**config.mk**
```make
export PLATFORM = sky130hd
export DESIGN_NAME = upcnt_sched_flat
export DESIGN_NICKNAME = d
export VERILOG_FILES = /design/src/rtl/upcnt_sched_pkg.sv /design/src/rtl/upcnt_sched_if.sv /design/src/rtl/upcnt_sched_en.sv /design/src/rtl/upcnt_sched.sv /design/src/flat_wrapper.sv
export SDC_FILE = /design/constraint.sdc
export NUM_CORES = 1
export LEC_CHECK = 0
export ABC_AREA = 1
export ABC_CLOCK_PERIOD_IN_PS = 1700
export CAP_MARGIN = 30
export CORE_MARGIN = 2
export CORE_UTILIZATION = 30
export DETAILED_ROUTE_END_ITERATION = 16
export GPL_ROUTABILITY_DRIVEN = 0
export GPL_TIMING_DRIVEN = 1
export HOLD_SLACK_MARGIN = 0.02
export PLACE_DENSITY = 0.54
export SKIP_CTS_REPAIR_TIMING = 1
export SYNTH_ARGS = -nofsm -noshare
export SYNTH_HDL_FRONTEND = slang
export SYNTH_SLANG_ARGS = --single-unit
```
**constraint.sdc**
```tcl
create_clock -name i_clk -period 1.7 [get_ports i_clk]
set_input_delay 0.17 -clock i_clk [delete_from_list [all_inputs] [get_ports i_clk]]
set_output_delay 0.17 -clock i_clk [all_outputs]
set_load 0.005 [all_outputs]
```
**src/rtl/upcnt_sched_pkg.sv**
```systemverilog
// upcnt_pkg: shared definitions for the upcnt_sched slot scheduler.
//   state_e   - FSM state encoding (IDLE/RUN/DONE)
//   UPBND_DEF - default maximum count value
//   cw_f()    - counter width needed to hold 0..UPBND
package upcnt_pkg;

    typedef enum logic [1:0] {
        IDLE = 2'd0,
        RUN  = 2'd1,
        DONE = 2'd2
    } state_e;

    localparam int UPBND_DEF = 15;

    function automatic int cw_f(input int upbnd);
        return (upbnd < 1) ? 1 : $clog2(upbnd + 1);
    endfunction

endpackage

```
**src/rtl/upcnt_sched_if.sv**
```systemverilog
// upcnt_sched_if: request/grant bundle between clients and the scheduler.
//   i_req  [NREQ]     level request per client, held until done or withdrawn
//   i_len  [NREQ*CW]  requested final count, field k at [k*CW +: CW]
//   o_gnt  [NREQ]     one-hot grant, high for the whole RUN phase
//   o_done [NREQ]     one-cycle pulse on normal completion
//   o_cnt  [CW]       current counter value
//   o_busy            high while a slot is running or completing
// master = client side, slave = scheduler side.
interface upcnt_sched_if
    import upcnt_pkg::*;
#(
    parameter int NREQ  = 4,
    parameter int UPBND = UPBND_DEF
) ();
    localparam int CW = cw_f(UPBND);

    logic [NREQ-1:0]    i_req;
    logic [NREQ*CW-1:0] i_len;
    logic [NREQ-1:0]    o_gnt;
    logic [NREQ-1:0]    o_done;
    logic [CW-1:0]      o_cnt;
    logic               o_busy;

    modport master (output i_req, i_len, input o_gnt, o_done, o_cnt, o_busy);
    modport slave  (input i_req, i_len, output o_gnt, o_done, o_cnt, o_busy);
endinterface

```
**src/rtl/upcnt_sched_en.sv**
```systemverilog
// upcnt_en: shared up-counter for the slot scheduler.
//   i_clk  - clock, rising edge
//   i_rstn - asynchronous active-low reset (counter -> 0)
//   i_clr  - synchronous clear, wins over i_en
//   i_en   - count up by one, saturating at UPBND
//   o_cnt  - current count
module upcnt_en #(
    parameter int UPBND = 15,
    parameter int CW    = 4
) (
    input  logic          i_clk,
    input  logic          i_rstn,
    input  logic          i_clr,
    input  logic          i_en,
    output logic [CW-1:0] o_cnt
);
    logic [CW-1:0] cnt_q, cnt_d;

    always_comb begin
        cnt_d = cnt_q;
        if (i_clr) begin
            cnt_d = '0;
        end else if (i_en && (int'(cnt_q) < UPBND)) begin
            cnt_d = cnt_q + CW'(1);
        end
    end

    always_ff @(posedge i_clk or negedge i_rstn) begin
        if (!i_rstn) cnt_q <= '0;
        else         cnt_q <= cnt_d;
    end

    assign o_cnt = cnt_q;
endmodule

```
**src/rtl/upcnt_sched.sv**
```systemverilog
// upcnt_sched: shares one bounded up-counter among NREQ requesters.
// In IDLE an arbiter picks a requester, latches its clamped length, and the
// FSM runs the counter 0..len in RUN (grant high), pulses done for one cycle
// in DONE, then returns to IDLE. Dropping the granted request in RUN aborts
// the slot without a done pulse.
//   i_clk  - clock, rising edge
//   i_rstn - asynchronous active-low reset
//   bus    - upcnt_sched_if.slave (i_req, i_len in; o_gnt, o_done, o_cnt,
//            o_busy out; all outputs registered)
// Build option: UPCNT_SCHED_RR_EN selects round-robin arbitration (pointer
// holds last winner, reset to NREQ-1); otherwise fixed priority, lowest
// index wins.
module upcnt_sched
    import upcnt_pkg::*;
#(
    parameter int NREQ  = 4,
    parameter int UPBND = UPBND_DEF
) (
    input  logic          i_clk,
    input  logic          i_rstn,
    upcnt_sched_if.slave  bus
);
    localparam int CW = cw_f(UPBND);
    localparam int IW = (NREQ > 1) ? $clog2(NREQ) : 1;

    state_e          state_q, state_d;
    logic [NREQ-1:0] gnt_q, gnt_d;
    logic [NREQ-1:0] done_q, done_d;
    logic [CW-1:0]   len_q, len_d;
    logic [CW-1:0]   cnt;
    logic            cnt_clr, cnt_en;

    logic            win_vld;
    logic [IW-1:0]   win_idx;
    logic [NREQ-1:0] win_oh;
    logic [CW-1:0]   sel_len, win_len;

`ifdef UPCNT_SCHED_RR_EN
    logic [IW-1:0]   ptr_q, ptr_d;
    int              dist, best_d;
`endif

    // ---------------- arbiter ----------------
    always_comb begin
        win_vld = 1'b0;
        win_idx = '0;
`ifdef UPCNT_SCHED_RR_EN
        // Distance from ptr+1 (mod NREQ); the nearest requester wins.
        dist   = 0;
        best_d = NREQ;
        for (int j = 0; j < NREQ; j++) begin
            dist = (j + NREQ - 1 - int'(ptr_q)) % NREQ;
            if (bus.i_req[j] && (dist < best_d)) begin
                best_d  = dist;
                win_vld = 1'b1;
                win_idx = IW'(j);
            end
        end
`else
        // Descending scan so the lowest requesting index is the last write.
        for (int j = NREQ - 1; j >= 0; j--) begin
            if (bus.i_req[j]) begin
                win_vld = 1'b1;
                win_idx = IW'(j);
            end
        end
`endif
        sel_len = '0;
        for (int j = 0; j < NREQ; j++) begin
            if (win_idx == IW'(j)) sel_len = bus.i_len[j*CW +: CW];
        end
        // Clamp keeps the counter inside 0..UPBND, so it can never wrap.
        win_len = (int'(sel_len) > UPBND) ? CW'(UPBND) : sel_len;
        win_oh  = NREQ'(1) << win_idx;
    end

`ifdef UPCNT_SCHED_RR_EN
    always_comb begin
        ptr_d = ptr_q;
        if ((state_q == IDLE) && win_vld) ptr_d = win_idx;
    end

    always_ff @(posedge i_clk or negedge i_rstn) begin
        if (!i_rstn) ptr_q <= IW'(NREQ - 1);
        else         ptr_q <= ptr_d;
    end
`endif

    // ---------------- FSM ----------------
    always_comb begin
        state_d = state_q;
        gnt_d   = gnt_q;
        done_d  = '0;
        len_d   = len_q;
        cnt_clr = 1'b0;
        cnt_en  = 1'b0;
        case (state_q)
            IDLE: begin
                cnt_clr = 1'b1;
                if (win_vld) begin
                    state_d = RUN;
                    gnt_d   = win_oh;
                    len_d   = win_len;
                end
            end
            RUN: begin
                // Abort is checked first so it beats completion.
                if (~|(bus.i_req & gnt_q)) begin
                    state_d = IDLE;
                    gnt_d   = '0;
                    cnt_clr = 1'b1;
                end else if (cnt == len_q) begin
                    state_d = DONE;
                    gnt_d   = '0;
                    done_d  = gnt_q;
                end else begin
                    cnt_en = 1'b1;
                end
            end
            DONE: begin
                // Counter holds len_q during DONE, cleared on the way out.
                state_d = IDLE;
                cnt_clr = 1'b1;
            end
            default: begin
                state_d = IDLE;
                gnt_d   = '0;
                cnt_clr = 1'b1;
            end
        endcase
    end

    always_ff @(posedge i_clk or negedge i_rstn) begin
        if (!i_rstn) begin
            state_q <= IDLE;
            gnt_q   <= '0;
            done_q  <= '0;
            len_q   <= '0;
        end else begin
            state_q <= state_d;
            gnt_q   <= gnt_d;
            done_q  <= done_d;
            len_q   <= len_d;
        end
    end

    upcnt_en #(
        .UPBND (UPBND),
        .CW    (CW)
    ) u_cnt (
        .i_clk  (i_clk),
        .i_rstn (i_rstn),
        .i_clr  (cnt_clr),
        .i_en   (cnt_en),
        .o_cnt  (cnt)
    );

    assign bus.o_gnt  = gnt_q;
    assign bus.o_done = done_q;
    assign bus.o_cnt  = cnt;
    assign bus.o_busy = (state_q != IDLE);
endmodule
```
**src/flat_wrapper.sv**
```systemverilog
// flat-port wrapper written by rule: the top's interface ports become plain ports
module upcnt_sched_flat import upcnt_pkg::*;
#(
    parameter int NREQ  = 4,
    parameter int UPBND = UPBND_DEF
)
  (i_clk, i_rstn, bus_i_req, bus_i_len, bus_o_gnt, bus_o_done, bus_o_cnt, bus_o_busy);
  upcnt_sched_if #(.NREQ(NREQ), .UPBND(UPBND)) bus_i ();
  input  logic i_clk;
  input  logic i_rstn;
  input wire logic [$bits(bus_i.i_req)-1:0] bus_i_req;
  input wire logic [$bits(bus_i.i_len)-1:0] bus_i_len;
  output wire logic [$bits(bus_i.o_gnt)-1:0] bus_o_gnt;
  output wire logic [$bits(bus_i.o_done)-1:0] bus_o_done;
  output wire logic [$bits(bus_i.o_cnt)-1:0] bus_o_cnt;
  output wire logic [$bits(bus_i.o_busy)-1:0] bus_o_busy;
  assign bus_i.i_req = bus_i_req;
  assign bus_i.i_len = bus_i_len;
  assign bus_o_gnt = bus_i.o_gnt;
  assign bus_o_done = bus_i.o_done;
  assign bus_o_cnt = bus_i.o_cnt;
  assign bus_o_busy = bus_i.o_busy;
  upcnt_sched #(.NREQ(NREQ), .UPBND(UPBND)) u_core (.i_clk(i_clk), .i_rstn(i_rstn), .bus(bus_i));
endmodule
```
==> run metrics <==
total of max-cap violations=0; synthesized area=~0.001 mm²; crit-path cells=nor2_4 > inv_1 > clkdlybuf4s50_1; dpl hpwl=~2.0 mm; First-pass DRT Iterations=4; # nets final=between 200 and 250; Max stage delay on crit path=approximately 0.44 ns; FF-to-FF Start=u_core.u_cnt.o_cnt[2]$_DFFE_PN0P_; fin crit share=between 90% and 100%; PwrDens=about 980 mW/mm²; Max-Slew Margin vs Limit=75.9%; mean post-synth cell area=between 6 and 7 µm²; post-synthesis simple-gate area fraction=44.5%; Peak supply drop=approximately 0.29 mV; pre-CTS setup slack=0.0463 ns; chip width=62.6 µm; filler cell count=370; Ys Warns=0; Critical Path Start Type=register; outcome=finished clean; drt initial violations=31; Total Routed Length=2.39 mm; Register Area=around 450 µm²; root buffer cell=clkbuf_4; All-Layer GR Usage=roughly 14%; number of vias per cell=roughly 4.4; multi-input logic area=507 µm²; Die Y=around 63 µm; DR WL/cell=between 10 and 15 µm; WS Path Type=reg -> out; final setup violation count=0; first-pass GRT wire length=about 4.5 mm; synth top area cells=dfrtp_1, nand2_1, nor2_1, inv_1, nand3_1; leakage power=between 0.7 and 0.8 nW; Worst Path Required=about 1.5 ns; CORE AREA=between 0.003 and 0.004 mm²; CTS tree=yes; vias in the first global route=around 1,100; Initial Utilization=31.1%; Synth Area in Compound Gates=between 1.5 and 2%; row cnt=21; cell total after placement=between 200 and 250; final core occ=roughly 44%; CP Capture Type=primary output; largest family of logic cells by synthesized area=simple AND/OR/NAND/NOR gates; most frequent cells in the layout=nand2_1, clkdlybuf4s50_1, nor2_1, dfrtp_1, inv_1; minimum clock period=around 1.6 ns; worst r2r path cells=9; Worst-Margin Slew=approximately 0.36 ns; R2R Setup Slk=roughly 0.30 ns; Synth area leader=dfrtp_1; clock sinks=18; initial antenna violation count=0; synthesized flop and latch total=18; RSZ-0062 raised after global routing=no; maximum clock insertion buffer count=2; input/output buffers=34; fraction of layout cells with a size suffix above 1=between 6 and 7%; mux contribution to synthesized area=0%; Syn Inst Count=~150; DRC viols=0; post-route cell area=~0.0015 mm²; Worst-path clk slew=0.09 ns; Final Hold Vio Count=0; area added between synthesis and finish=42.3%; Yosys top cell area share=between 40% and 50%; sequential fraction of the synthesis area=between 40% and 50%; Synth Area in XOR/XNOR=less than 1%; Mapped Nets=~170; R2R Path End=u_core.bus.o_gnt[3]$_DFFE_PN0P_; largest fanout on the critical path=5; Die Footprint=0.00391 mm²; Fmax=638 MHz; pin count of the biggest net entering global routing=19; synth unique cells=14; Antenna Diode Count=0; H-tree depth=1; commonest non-fill, non-tap cell in the layout=nand2_1; Worst Path Arrival=~1.4 ns; adder-cell share of the synthesized area=1.22%; final setup margin=about 0.13 ns; total gr overflow=0; Post-Place Cell Area=0.00143 mm²; Min Hold Slack=~0.21 ns; Hold Path Class=in -> async; Final Max Tran Viols=0; total CTS buffers=3; final setup TNS=0 ns; post-route ant nets=0; clk_skew=between 0.003 and 0.004 ns; # IOs=35; final cell count without fillers=approximately 230; Final Power=approximately 1.4 mW; Clk Latency, worst-skew pair=~0.29 ns; Vias=between 1,000 and 1,500; CP max-delay cell=dfrtp_1
flip-flops by register name, summed over array words and instances, names as in the netlist:
name                flops
u_core.bus.o_gnt        4
u_core.len_q            4
u_core.u_cnt.o_cnt      4
u_core.bus.o_done       4
u_core.state_q          2
worst max-delay path, delay by kind of cell (launching register included):
family / cells / cell delay (ns)
buffers and inverters: 2 / 0.51
DFF: 1 / 0.44
and+or+nand+nor: 1 / 0.17
worst max path at each step:
stage | startpoint | end | slack [ns] | depth (start not counted)
floorplan | u_core.state_q[0]$_DFFE_PN0P_ | u_core.len_q[0]$_DFFE_PN0P_ | 0.50 | 6
global placement | bus_i_req[0] | u_core.bus.o_gnt[0]$_DFFE_PN0P_ | 0.09 | 9
detailed placement | bus_i_req[0] | u_core.bus.o_gnt[0]$_DFFE_PN0P_ | 0.05 | 9
CTS | u_core.state_q[0]$_DFFE_PN0P_ | bus_o_busy | -0.03 | 3
global route | u_core.state_q[0]$_DFFE_PN0P_ | bus_o_busy | 0.04 | 3
finish | u_core.state_q[0]$_DFFE_PN0P_ | bus_o_busy | 0.13 | 3
cell families after synthesis:
group / count (synthesis)
xor gates and xnor gates: 1
and+or+nand+nor: 107
buffers and inverters: 17
adders and majority gates: 1
AOI/OAI and AO/OA: 4
DFF: 18
synthesized netlist by cell type:
cell     count
nor2_4       1
nand2_1     70
nor2_1      19
dfrtp_1     18
nand3_1      9
buf_6        2
nor4_2       1
ha_1         1
a21oi_1      4
nand3_4      1
xor2_1       1
or2_2        1
nand4_1      5
inv_1       15
power by group:
| part | internal [mW] | switching, mW |
|---|---|---|
| Clock | 0.0823 | 0.123 |
| Sequential | 0.520 | 0.0846 |
| Combinational | 0.289 | 0.338 |
| Total | 0.892 | 0.546 |
metal layers:
layer	track usage, %	up-vias	share of wire [%]
met4	6.11	0	1.4
li1	-	537	-
met2	25.7	36	48
met1	16.0	453	44
met5	0	-	0
met3	2.16	4	5.8
layout make-up:
| class | instances | share of cell area [%] |
|---|---|---|
| sequential | 18 | 30.8 |
| tap | 46 | 3.93 |
| timing repair buffer | 38 | 25.3 |
| inverter | 15 | 3.85 |
| clock buffer | 3 | 1.54 |
| multi-input combinational | 113 | 34.6 |
(Power assumes the default switching activity.)
